<file path="src/rtl/i2c_frame_master.sv">
// i2c_frame_master: I2C master bit/frame engine running START, WRITE, READ and STOP.
// Each bit or condition takes four phases of clock_divisor+1 cycles; SCL stretching can be honoured.
module i2c_frame_master #(
    parameter int DIV_WIDTH  = 16,
    parameter int FRAME_BITS = 8,
    parameter bit STRETCH_EN = 1'b1
) (
    input  logic                  clk,
    input  logic                  rst,
    input  logic [DIV_WIDTH-1:0]  clock_divisor,
    input  logic                  cmd_valid,
    output logic                  cmd_ready,
    input  logic [1:0]            cmd_op,
    input  logic [FRAME_BITS-1:0] cmd_data,
    input  logic                  cmd_nack,
    output logic                  rsp_valid,
    output logic [FRAME_BITS-1:0] rsp_data,
    output logic                  rsp_nack,
    output logic                  rsp_err,
    output logic                  scl_out,
    output logic                  sda_out,
    input  logic                  scl_in,
    input  logic                  sda_in,
    output logic                  busy
);
    localparam int BW = $clog2(FRAME_BITS + 1);

    typedef enum logic [2:0] {IDLE, START, DATA, STOP, HOLD} state_t;

    state_t                state, state_n;
    logic [DIV_WIDTH-1:0]  ctr, div;
    logic [1:0]            phase;
    logic [BW-1:0]         bit_idx;
    logic [FRAME_BITS:0]   tx;
    logic [FRAME_BITS-1:0] rx;
    logic                  owned, accept, running, stall, tick, bit_end, last_bit;

    assign cmd_ready = state == IDLE || state == HOLD;
    assign accept    = cmd_valid && cmd_ready;
    assign running   = state == START || state == DATA || state == STOP;
    // a slave holding SCL low while we release it freezes the phase timer
    assign stall     = STRETCH_EN && running && phase[1] && scl_out && !scl_in;
    assign tick      = running && !stall && ctr == div;
    assign bit_end   = tick && phase == 2'd3;
    assign last_bit  = bit_idx == BW'(FRAME_BITS);
    assign busy      = owned;

    always_comb begin
        state_n = state;
        scl_out = 1'b1;
        sda_out = 1'b1;
        case (state)
            IDLE: if (accept && cmd_op == 2'd0) state_n = START;
            HOLD: begin
                scl_out = 1'b0;
                if (accept) state_n = cmd_op == 2'd0 ? START : cmd_op == 2'd3 ? STOP : DATA;
            end
            START: begin
                scl_out = phase == 2'd1 || phase == 2'd2;
                sda_out = ~phase[1];
                if (bit_end) state_n = HOLD;
            end
            DATA: begin
                scl_out = phase[1];
                sda_out = tx[FRAME_BITS];
                if (bit_end && last_bit) state_n = HOLD;
            end
            STOP: begin
                scl_out = phase != 2'd0;
                sda_out = phase[1];
                if (bit_end) state_n = IDLE;
            end
            default: state_n = IDLE;
        endcase
    end

    always_ff @(posedge clk or posedge rst) begin
        if (rst) begin
            state     <= IDLE;
            ctr       <= '0;
            div       <= '0;
            phase     <= '0;
            bit_idx   <= '0;
            tx        <= '1;
            rx        <= '0;
            owned     <= 1'b0;
            rsp_valid <= 1'b0;
            rsp_data  <= '0;
            rsp_nack  <= 1'b0;
            rsp_err   <= 1'b0;
        end else begin
            state     <= state_n;
            rsp_valid <= 1'b0;
            if (accept) begin
                div     <= clock_divisor;
                ctr     <= '0;
                phase   <= '0;
                bit_idx <= '0;
                // READ releases SDA for data and drives the ACK; WRITE releases SDA for the ACK
                tx      <= cmd_op == 2'd2 ? {{FRAME_BITS{1'b1}}, cmd_nack} : {cmd_data, 1'b1};
                if (state == IDLE && cmd_op[0] != cmd_op[1]) begin
                    rsp_valid <= 1'b1;
                    rsp_err   <= 1'b1;
                    rsp_data  <= '0;
                    rsp_nack  <= 1'b1;
                end
            end else if (running && !stall) begin
                ctr <= tick ? '0 : ctr + DIV_WIDTH'(1);
                if (tick) phase <= phase + 2'd1;
            end
            if (bit_end && state == DATA) begin
                if (last_bit) begin
                    rsp_valid <= 1'b1;
                    rsp_err   <= 1'b0;
                    rsp_data  <= rx;
                    rsp_nack  <= sda_in;
                end else begin
                    bit_idx <= bit_idx + BW'(1);
                    tx      <= {tx[FRAME_BITS-1:0], 1'b1};
                    rx      <= (rx << 1) | FRAME_BITS'(sda_in);
                end
            end
            if (bit_end && state == START) owned <= 1'b1;
            if (bit_end && state == STOP) owned <= 1'b0;
        end
    end
endmodule

</file>
<file path="config.mk">
export PLATFORM = sky130hd
export DESIGN_NAME = i2c_frame_master
export DESIGN_NICKNAME = d
export VERILOG_FILES = /design/src/rtl/i2c_frame_master.sv
export SDC_FILE = /design/constraint.sdc
export NUM_CORES = 1
export LEC_CHECK = 0
export ABC_AREA = 1
export CELL_PAD_IN_SITES_DETAIL_PLACEMENT = 0
export CELL_PAD_IN_SITES_GLOBAL_PLACEMENT = 1
export CORE_UTILIZATION = 40
export CTS_BUF_LIST = sky130_fd_sc_hd__clkbuf_8
export DETAILED_ROUTE_END_ITERATION = 10
export GPL_ROUTABILITY_DRIVEN = 0
export GPL_TIMING_DRIVEN = 0
export HOLD_SLACK_MARGIN = 0.02
export PLACE_DENSITY_LB_ADDON = 0.12
export SYNTH_ARGS = -nofsm -noshare
export SYNTH_HDL_FRONTEND = slang
export SYNTH_SLANG_ARGS = --single-unit
</file>
<file path="constraint.sdc">
create_clock -name clk -period 4.5 [get_ports clk]
set_clock_uncertainty 0.2 [all_clocks]
set_input_delay 0.9 -clock clk [delete_from_list [all_inputs] [get_ports clk]]
set_output_delay 0.9 -clock clk [all_outputs]
set_load 0.01 [all_outputs]
</file>
# [Yosys cells after proc, flatten, opt, wreduce, memory -nomap -nowiden]
# Cells that the tools add are included.
[totals] regBits=70 out_inout_bits=15 elab_cells=104
[op_classes] n_addsub=3 n_eq_ne=17 muxes=41 bitwise_logic=3 reduce_logical=28
[ops] operator="16-bit two-way mux" count=3
[ops] operator="9-bit two-way mux" count=4
[ops] operator="8-bit two-way mux" count=4
[ops] operator="16-bit by 1-bit adder with 16-bit output, second input constant" count=1
[ops] operator="16-bit == test" count=1
[ops] operator="1-bit two-way mux" count=15
[ops] operator="3-bit two-way mux" count=5
[ops] operator="3-bit case mux with 5 select lines" count=1
[ops] operator="1-bit logical AND" count=13
[ops] operator="4-bit two-way mux" count=3
[ops] operator="2-bit == test, second input constant" count=4
[ops] operator="2-bit two-way mux" count=4
[ops] operator="8-bit by 1-bit bitwise OR with 8-bit output" count=1
[ops] operator="2-bit nonzero test" count=4
[ops] operator="3-bit by 2-bit == test with 1-bit output, second input constant" count=2
[ops] operator="2-bit != test, second input constant" count=3
[ops] operator="5-bit AND reduction" count=1
[ops] operator="4-bit by 1-bit adder with 4-bit output, second input constant" count=1
[ops] operator="4-bit == test, second input constant" count=1
[ops] operator="1-bit logical OR" count=4
[ops] operator="2-bit by 1-bit != test with 1-bit output, second input constant" count=2
[ops] operator="1-bit case mux with 4 select lines" count=1
[ops] operator="2-bit AND reduction" count=2
[ops] operator="3-bit by 1-bit == test with 1-bit output, second input constant" count=1
[ops] operator="other kinds (9)" count=11

# [Depth between registers and ports, before layout]
# Gate-level depths: netlist (run 1).
[logic_depth] ltp_word=13 ltp_mapped=13

# [Least setup slack after synthesis (run 1)]
# OpenSTA, ideal clock, no wires.
[synth_timing] kind="register to output" startpoint="register state[0]" endpoint="output scl_out" arrival_ns=1.114 required_ns=3.400 slack_ns=2.286 stages_incl_launch_ff=5 n_path_buf=0 cell_sequence="dfrtp_1 -> nor2_1 -> inv_1 -> nor2_1 -> o211ai_1"
[synth_between] elab_chain_len=2
[synth_lines] element="from (decl)" line="30" text="state_t state, state_n;"
[synth_lines] element="from (signal assigned)" line="92" text="state <= state_n;"
[synth_lines] element="3-bit by 2-bit == test with 1-bit output (tied with other cells)" line="52" text="case (state)"
[synth_lines] element="1-bit case mux with 4 select lines (*)" line="52"
[synth_lines] element="to (decl)" line="20" text="output logic scl_out,"
# Every way passes the cells marked *; elsewhere a longest branch is shown, timed or not.

# [Worst setup path in the final report (run 1)]
[layout_timing] startpoint="register state[2]" endpoint="output sda_out"
[layout_between] elab_chain_len=2
[layout_lines] element="3-bit by 2-bit == test with 1-bit output or 3-bit by 1-bit == test with 1-bit output (tied branches)" line="52"
[layout_lines] element="1-bit case mux with 3 select lines (*)" line="52"
[layout_lines] element="to (decl)" line="21" text="output logic sda_out,"
# Marked as above.

==> metrics.txt, run 1 <==
status=finished clean; YS warnings=0; site row count=35; worst slew pin tran=542 ps; crit path from=state[2]; Sw Pwr=0.876 mW; H-tree depth=3; synth unique cells=36; initial antenna violation count=0; r2r endpoint=ctr[14]; crit start category=flip-flop; GRT Overall Usage=19.9%; Worst Path Max Fanout=6; R2R Path Start=phase[1]; critical path data required time=3400 ps; Syn Area/Cell=7.69 µm²; largest net degree at the start of global routing=between 60 and 70; # diodes=0; most frequent cell after synthesis=nand2_1; minimum clock period=3170 ps; final wirelength=9.00 mm; number of failing hold endpoints at the final stage=0; max-slew violations=0; TritonCTS clock tree=built; Initial Utilization=between 40% and 50%; wire length per cell=between 10 and 15 µm; worst hold path stage count=2; fraction of layout cells with a size suffix above 1=10.6%; Critical Path AT=2070 ps; Hold EP=tx[8]; GR Overflow Total=0; hold_sp=tx[7]; Fin Setup TNS=0 ps; HP Class=flip-flop to flip-flop; RSZ-0062 raised after global routing=false; DR DRC count=0; combinational share of power=36.6%; Post-synth top flop=dfrtp_1; Layout area overhead=22.8%; first-pass GRT wire length=15.4 mm; Total Power=around 2.3 mW; post_cts resized=0; post-CTS setup buffers=0; CTS Hold Buffers Added=0; Longest Clk Path Bufs=2; CTS Sinks=70; ranking of synthesized cells by area=dfrtp_1 40%, nand2_1 15%, o21ai_0 9.9%; die area=just under 0.01 mm²; pwr dens=495 mW/mm²; via count=3273; Max Fclk=around 0.32 GHz; drt first pass iters=5; Crit Path Class=flip-flop to output port; period utilisation layout=70.5%; Net Count, Synth=approximately 530; Most common cell on crit path=o21ai_0; max_slew headroom=a little under two thirds; core area=about 0.0092 mm²; IO buf count=46; Register-to-Register Path Depth=10; DIE HEIGHT=99.5 µm; Post-DP HPWL=roughly 6.4 mm; Worst VDD drop=189 µV; TritonCTS Buffers=9; final setup fails=0; sw frac=approximately 38%; R2R Setup Slk=2140 ps; Seq/Total Area, Yosys=a little under half; Gate Count Post-Synth=a little under 500; Reg clk slew, reported paths=80 ps; number of synthesized flops with an enable pin=0; crit-path cells=inv_2 > nand2_2 > nor2_1 > inv_1 > o21ai_0 > o21ai_0 > clkdlybuf4s50_1; #FFs+latches synth=70; die width=99.5 µm; P_int=between 1 and 1.5 mW; Synth area leader=dfrtp_1; share of the synthesized area in the top cell type=40.2%; Avg Vias per Cell=4.77; vias in the first global route=3122; Crit. End Element=output port; Worst-Skew Late Latency=350 ps; max incr delay on CP=500 ps; max-capacitance violation count=0; Multi-input gate area=0.00172 mm²; Fillers=930; IO Pins=between 40 and 50; CTS root buf=clkbuf_8; CP max stage cell=clkdlybuf4s50_1; ys async rst share=100%; Initial DRC Count=between 150 and 200; Sequential Power Share=slightly below 40%; final-stage net count=591; Post-DRT Antenna Nets=0; P_leak=between 2 and 2.5 nW; Netlist Area Pre-Place=0.00380 mm²; clock share of power=24.3%; top post-synthesis cells by count=149 x nand2_1, 75 x o21ai_0, 61 x dfrtp_1, 58 x inv_1, 30 x nor2_1; Register Area=0.00176 mm²
## final cells by class
type                       count  area share [%]
buffer                        15            1.74
clock buffer                   9            2.65
clock inverter                 7            1.93
inverter                      64            5.20
multi-input combinational    345            36.8
sequential                    70            37.8
tap                          129            3.46
timing repair buffer          47            10.5
## registers in the layout (all words and copies together), names as in the netlist
signal / count
rsp_err: 1
rsp_nack: 1
rsp_data: 8
busy: 1
div: 16
rx: 8
rsp_valid: 1
bit_idx: 4
phase: 2
state: 3
tx: 9
ctr: 16
## cells in the final DEF, fill, tap and decap left out, types with 3 or more instances in the layout
cell and count:
o21ai_2 7, inv_2 6, dfstp_2 9, o22ai_1 3, nand2_2 3, a21oi_1 11
buf_2 5, clkbuf_8 9, clkbuf_1 7, nor3_1 6, o21ai_0 75, nand3_1 26
dfrtp_1 61, xor2_1 3, inv_1 58, clkdlybuf4s50_1 46, nand4_1 4, ha_1 7
nand2_1 149, xnor2_1 3, nor2_1 30
## how the worst max path moves through the flow
stage	end	slack, ps
3_3_place_gp	state[1]	250
6_report	sda_out	1330
5_1_grt	sda_out	1160
3_5_place_dp	ctr[14]	1640
2_1_floorplan	bit_idx[0]	1650
4_1_cts	sda_out	1310
## power by group through the flow
stage | clock [mW] | combinational, mW | sequential (mW)
after CTS | 0.574 | 0.858 | 0.902
final | 0.562 | 0.845 | 0.902
after global placement | 0 | 0.842 | 0.909
after floorplan | 0 | 0.594 | 0.893
after detailed placement | 0 | 0.853 | 0.912
after global routing | 0.600 | 0.989 | 0.919
## routing by layer
layer / share of wire, % / global-route usage [%] / vias to the layer above
met3: 3.1 / 4.01 / 4
met2: 45 / 30.6 / 50
li1: - / - / 1703
met4: 0.67 / 5.32 / 0
met1: 51 / 28.5 / 1516
met5: 0 / 0 / -
## logic make-up (layout without fill, tap and decap cells)
logic type	Yosys count	in the layout	share of synthesized area (%)
compound gates	105	105	15.7
buf+inv	79	142	8.46
fa+ha+maj	7	7	2.30
flops	70	70	46.4
xor+xnor	6	6	1.38
simple gates	227	227	25.8
## worst max-delay path, delay by kind of cell (launching register included)
kind                   cells  cell delay, ps
AO/OA/AOI/OAI              2             360
buffers and inverters      3             700
flip-flops                 1             450
AND/OR/NAND/NOR            2             220
## per-stage QoR
| stage | cell area (µm²) | worst slack (ps) | std cells | hold slack, ps | util (%) |
|---|---|---|---|---|---|
| after floorplan | 3800 | 1650 | 494 | 242 | - |
| final | 4670 | 1330 | 686 | 282 | 50.5 |
| after global placement | 4420 | 251 | 669 | 271 | 47.9 |
| after global routing | 4670 | 1160 | 686 | 298 | 50.5 |
| after detailed placement | 4450 | 1640 | 670 | 271 | 48.2 |
| after CTS | 4670 | 1310 | 686 | 285 | 50.5 |
No activity file was read; power rests on OpenSTA's default activity.
==> inputs of run 2 (changes only) <==
--- a/config.mk
+++ b/config.mk
@@ -8,7 +8,7 @@
 export ABC_AREA = 1
 export CELL_PAD_IN_SITES_DETAIL_PLACEMENT = 0
 export CELL_PAD_IN_SITES_GLOBAL_PLACEMENT = 1
-export CORE_UTILIZATION = 40
+export CORE_UTILIZATION = 38
 export CTS_BUF_LIST = sky130_fd_sc_hd__clkbuf_8
 export DETAILED_ROUTE_END_ITERATION = 10
 export GPL_ROUTABILITY_DRIVEN = 0
==> constraint.sdc (replaced) <==
create_clock -name clk -period 2.6 [get_ports clk]
set_clock_uncertainty 0.2 [all_clocks]
set_input_delay 0.52 -clock clk [delete_from_list [all_inputs] [get_ports clk]]
set_output_delay 0.52 -clock clk [all_outputs]
set_load 0.01 [all_outputs]
==> run 2 against run 1 <==
Effect of this change: cell area up 0.27%; clock-buffer cell count up 2; final cell count up 0.58%; sequential share of layout area about the same; via count up 2.1%; sequential cell count unchanged; utilization down 2.4 points; register-to-register slack worse by 1900 ps; first-iteration DRC count down 9.6%; highest routed layer unchanged; die area up 5.2%.
==> metrics.txt, run 2 (synthesis results as in run 1) <==
Max Fclk=0.415 GHz; CTS Sinks=70 (unchanged); die area=0.0104 mm² (+5.2%); final setup fails=0 (unchanged); wire length per cell=13.5 µm (+2.8%); most frequent cells in the layout=147 x nand2_1, 75 x o21ai_0, 58 x inv_1, 58 x dfrtp_1, 44 x clkdlybuf4s50_1; IO buf count=46 (unchanged); site row count=36 (+2.9%); pwr dens=843 mW/mm² (+70%); worst slew pin tran=539 ps (-2.69 ps); core area=0.00973 mm² (+5.3%); period utilisation layout=92.7%; H-tree depth=3 (unchanged); max-capacitance violation count=0 (unchanged); Longest Clk Path Bufs=2 (unchanged); Crit Path Class=flip-flop to output port; Worst-Skew Late Latency=350 ps (about the same); max_slew headroom=64.1% (+0.18 points); RSZ-0062 raised after global routing=false; largest net degree at the start of global routing=54 (-22%); Crit. End Element=output port; Register-to-Register Path Depth=11 (+1); via count=3342 (+2.1%); final wirelength=9.30 mm (+3.4%); Initial Utilization=39.1% (-2.1 points); initial antenna violation count=0 (unchanged); final core utilization=48.1% (-2.4 points); most common cell after layout, fill and taps aside=nand2_1; fraction of layout cells with a size suffix above 1=12.0% (+1.4 points); TritonCTS Buffers=9 (unchanged); P_leak=2.20 nW (-0.18%); Worst VDD drop=304 µV (+61%); Post-DRT Antenna Nets=0 (unchanged); area post-placement=0.00446 mm² (+0.11%); GRT Overall Usage=20.0% (+0.19 points); Fin Setup TNS=0 ps (unchanged); die width=102 µm (+2.5%); CTS Hold Buffers Added=0 (unchanged); first-pass GRT wire length=15.8 mm (+2.8%); # diodes=0 (unchanged); IO Pins=47 (unchanged); CTS root buf=clkbuf_8; Total Power=3.95 mW (+71%); Layout area overhead=23.1%; DIE HEIGHT=102 µm (+2.5%); minimum clock period=2410 ps; vias in the first global route=3179 (+1.8%); DR DRC count=0 (unchanged); Critical Path AT=1690 ps (-380 ps); TritonCTS clock tree=built; number of failing hold endpoints at the final stage=0 (unchanged); Avg Vias per Cell=4.84 (+1.5%); drt first pass iters=5 (unchanged); placed cell count=674 (+0.60%); Worst Path Max Fanout=6 (unchanged); Layout Cell Area excl Fill=0.00468 mm² (+0.27%); critical path data required time=1880 ps (-1520 ps); Non-Filler Instances=690 (+0.58%); max-slew violations=0 (unchanged); final-stage net count=591 (unchanged); GR Overflow Total=0 (unchanged); Top Registers=ctr: 16 flops, div: 16 flops, tx: 9 flops; crit start category=flip-flop; HP Class=input pin to async pin; Reg clk slew, reported paths=80 ps (about the same); status=finished clean; Initial DRC Count=150 (-9.6%); Post-DP HPWL=6.71 mm (+4.2%)
## run 2: cell types whose count changed in the layout (fill, tap and decap cells not counted), sizes merged
cell	change
dlygate4sd2	+2
bufinv	-1
clkbuf	+3
buf	-1
clkinvlp	-1
clkdlybuf4s50	-2
## run 2: final cells by class
type,count,area (µm²)
Sequential cell,70,1770
Multi-Input combinational cell,345,1730
Timing Repair Buffer,47,485
Clock inverter,5,48.8
Buffer,15,83.8
Tap cell,133,166
Fill cell,1040,5050
Inverter,64,243
Clock buffer,11,151
## run 2: timing repair
item,in CTS,in global routing
pin swaps,0,0
buffers inserted,0,0
endpoints found under the setup margin,2,10
gates resized for setup,10,2
## run 2: worst paths after layout
kind | start | endpoint | slack, ps
max in group asynchronous | rst | tx[1] | 1340
max reg2reg | phase[1] | bit_idx[0] | 240
min in group clk | tx[1] | tx[2] | 280
min | rst | div[2] | 270
min reg2reg | tx[1] | tx[2] | 280
max | state[2] | sda_out | 190
## run 2: layer usage
metal / vias to the layer above / track usage (%) / share of wire, %
met3: 9 / 3.15 / 4.2
met2: 65 / 29.9 / 45
li1: 1707 / - / -
met1: 1561 / 29.2 / 50
met4: 0 / 7.58 / 1.1
met5: - / 0 / 0
## run 2: power breakdown
group / total, mW / switching, mW / internal [mW] / leakage (nW)
clock: 0.904 / 0.417 / 0.488 / 0.110
combinational: 1.47 / 0.929 / 0.544 / 1.19
sequential: 1.57 / 0.167 / 1.40 / 0.902
## run 2: worst max-delay path, cell delays in order, from the launching register on
cell and delay (ps):
dfrtp_2 460, inv_2 90, nand2_2 60, nor2_2 140
inv_1 90, o21ai_0 130, o21ai_0 90, dlygate4sd2_1 290
## run 2: through the flow
stage / setup slack (ps) / hold slack (ps)
detailed placement: 90.3 / 283
finish: 190 / 266
global placement: -1310 / 276
floorplan: 127 / 242
CTS: 180 / 267
global route: 6.85 / 287
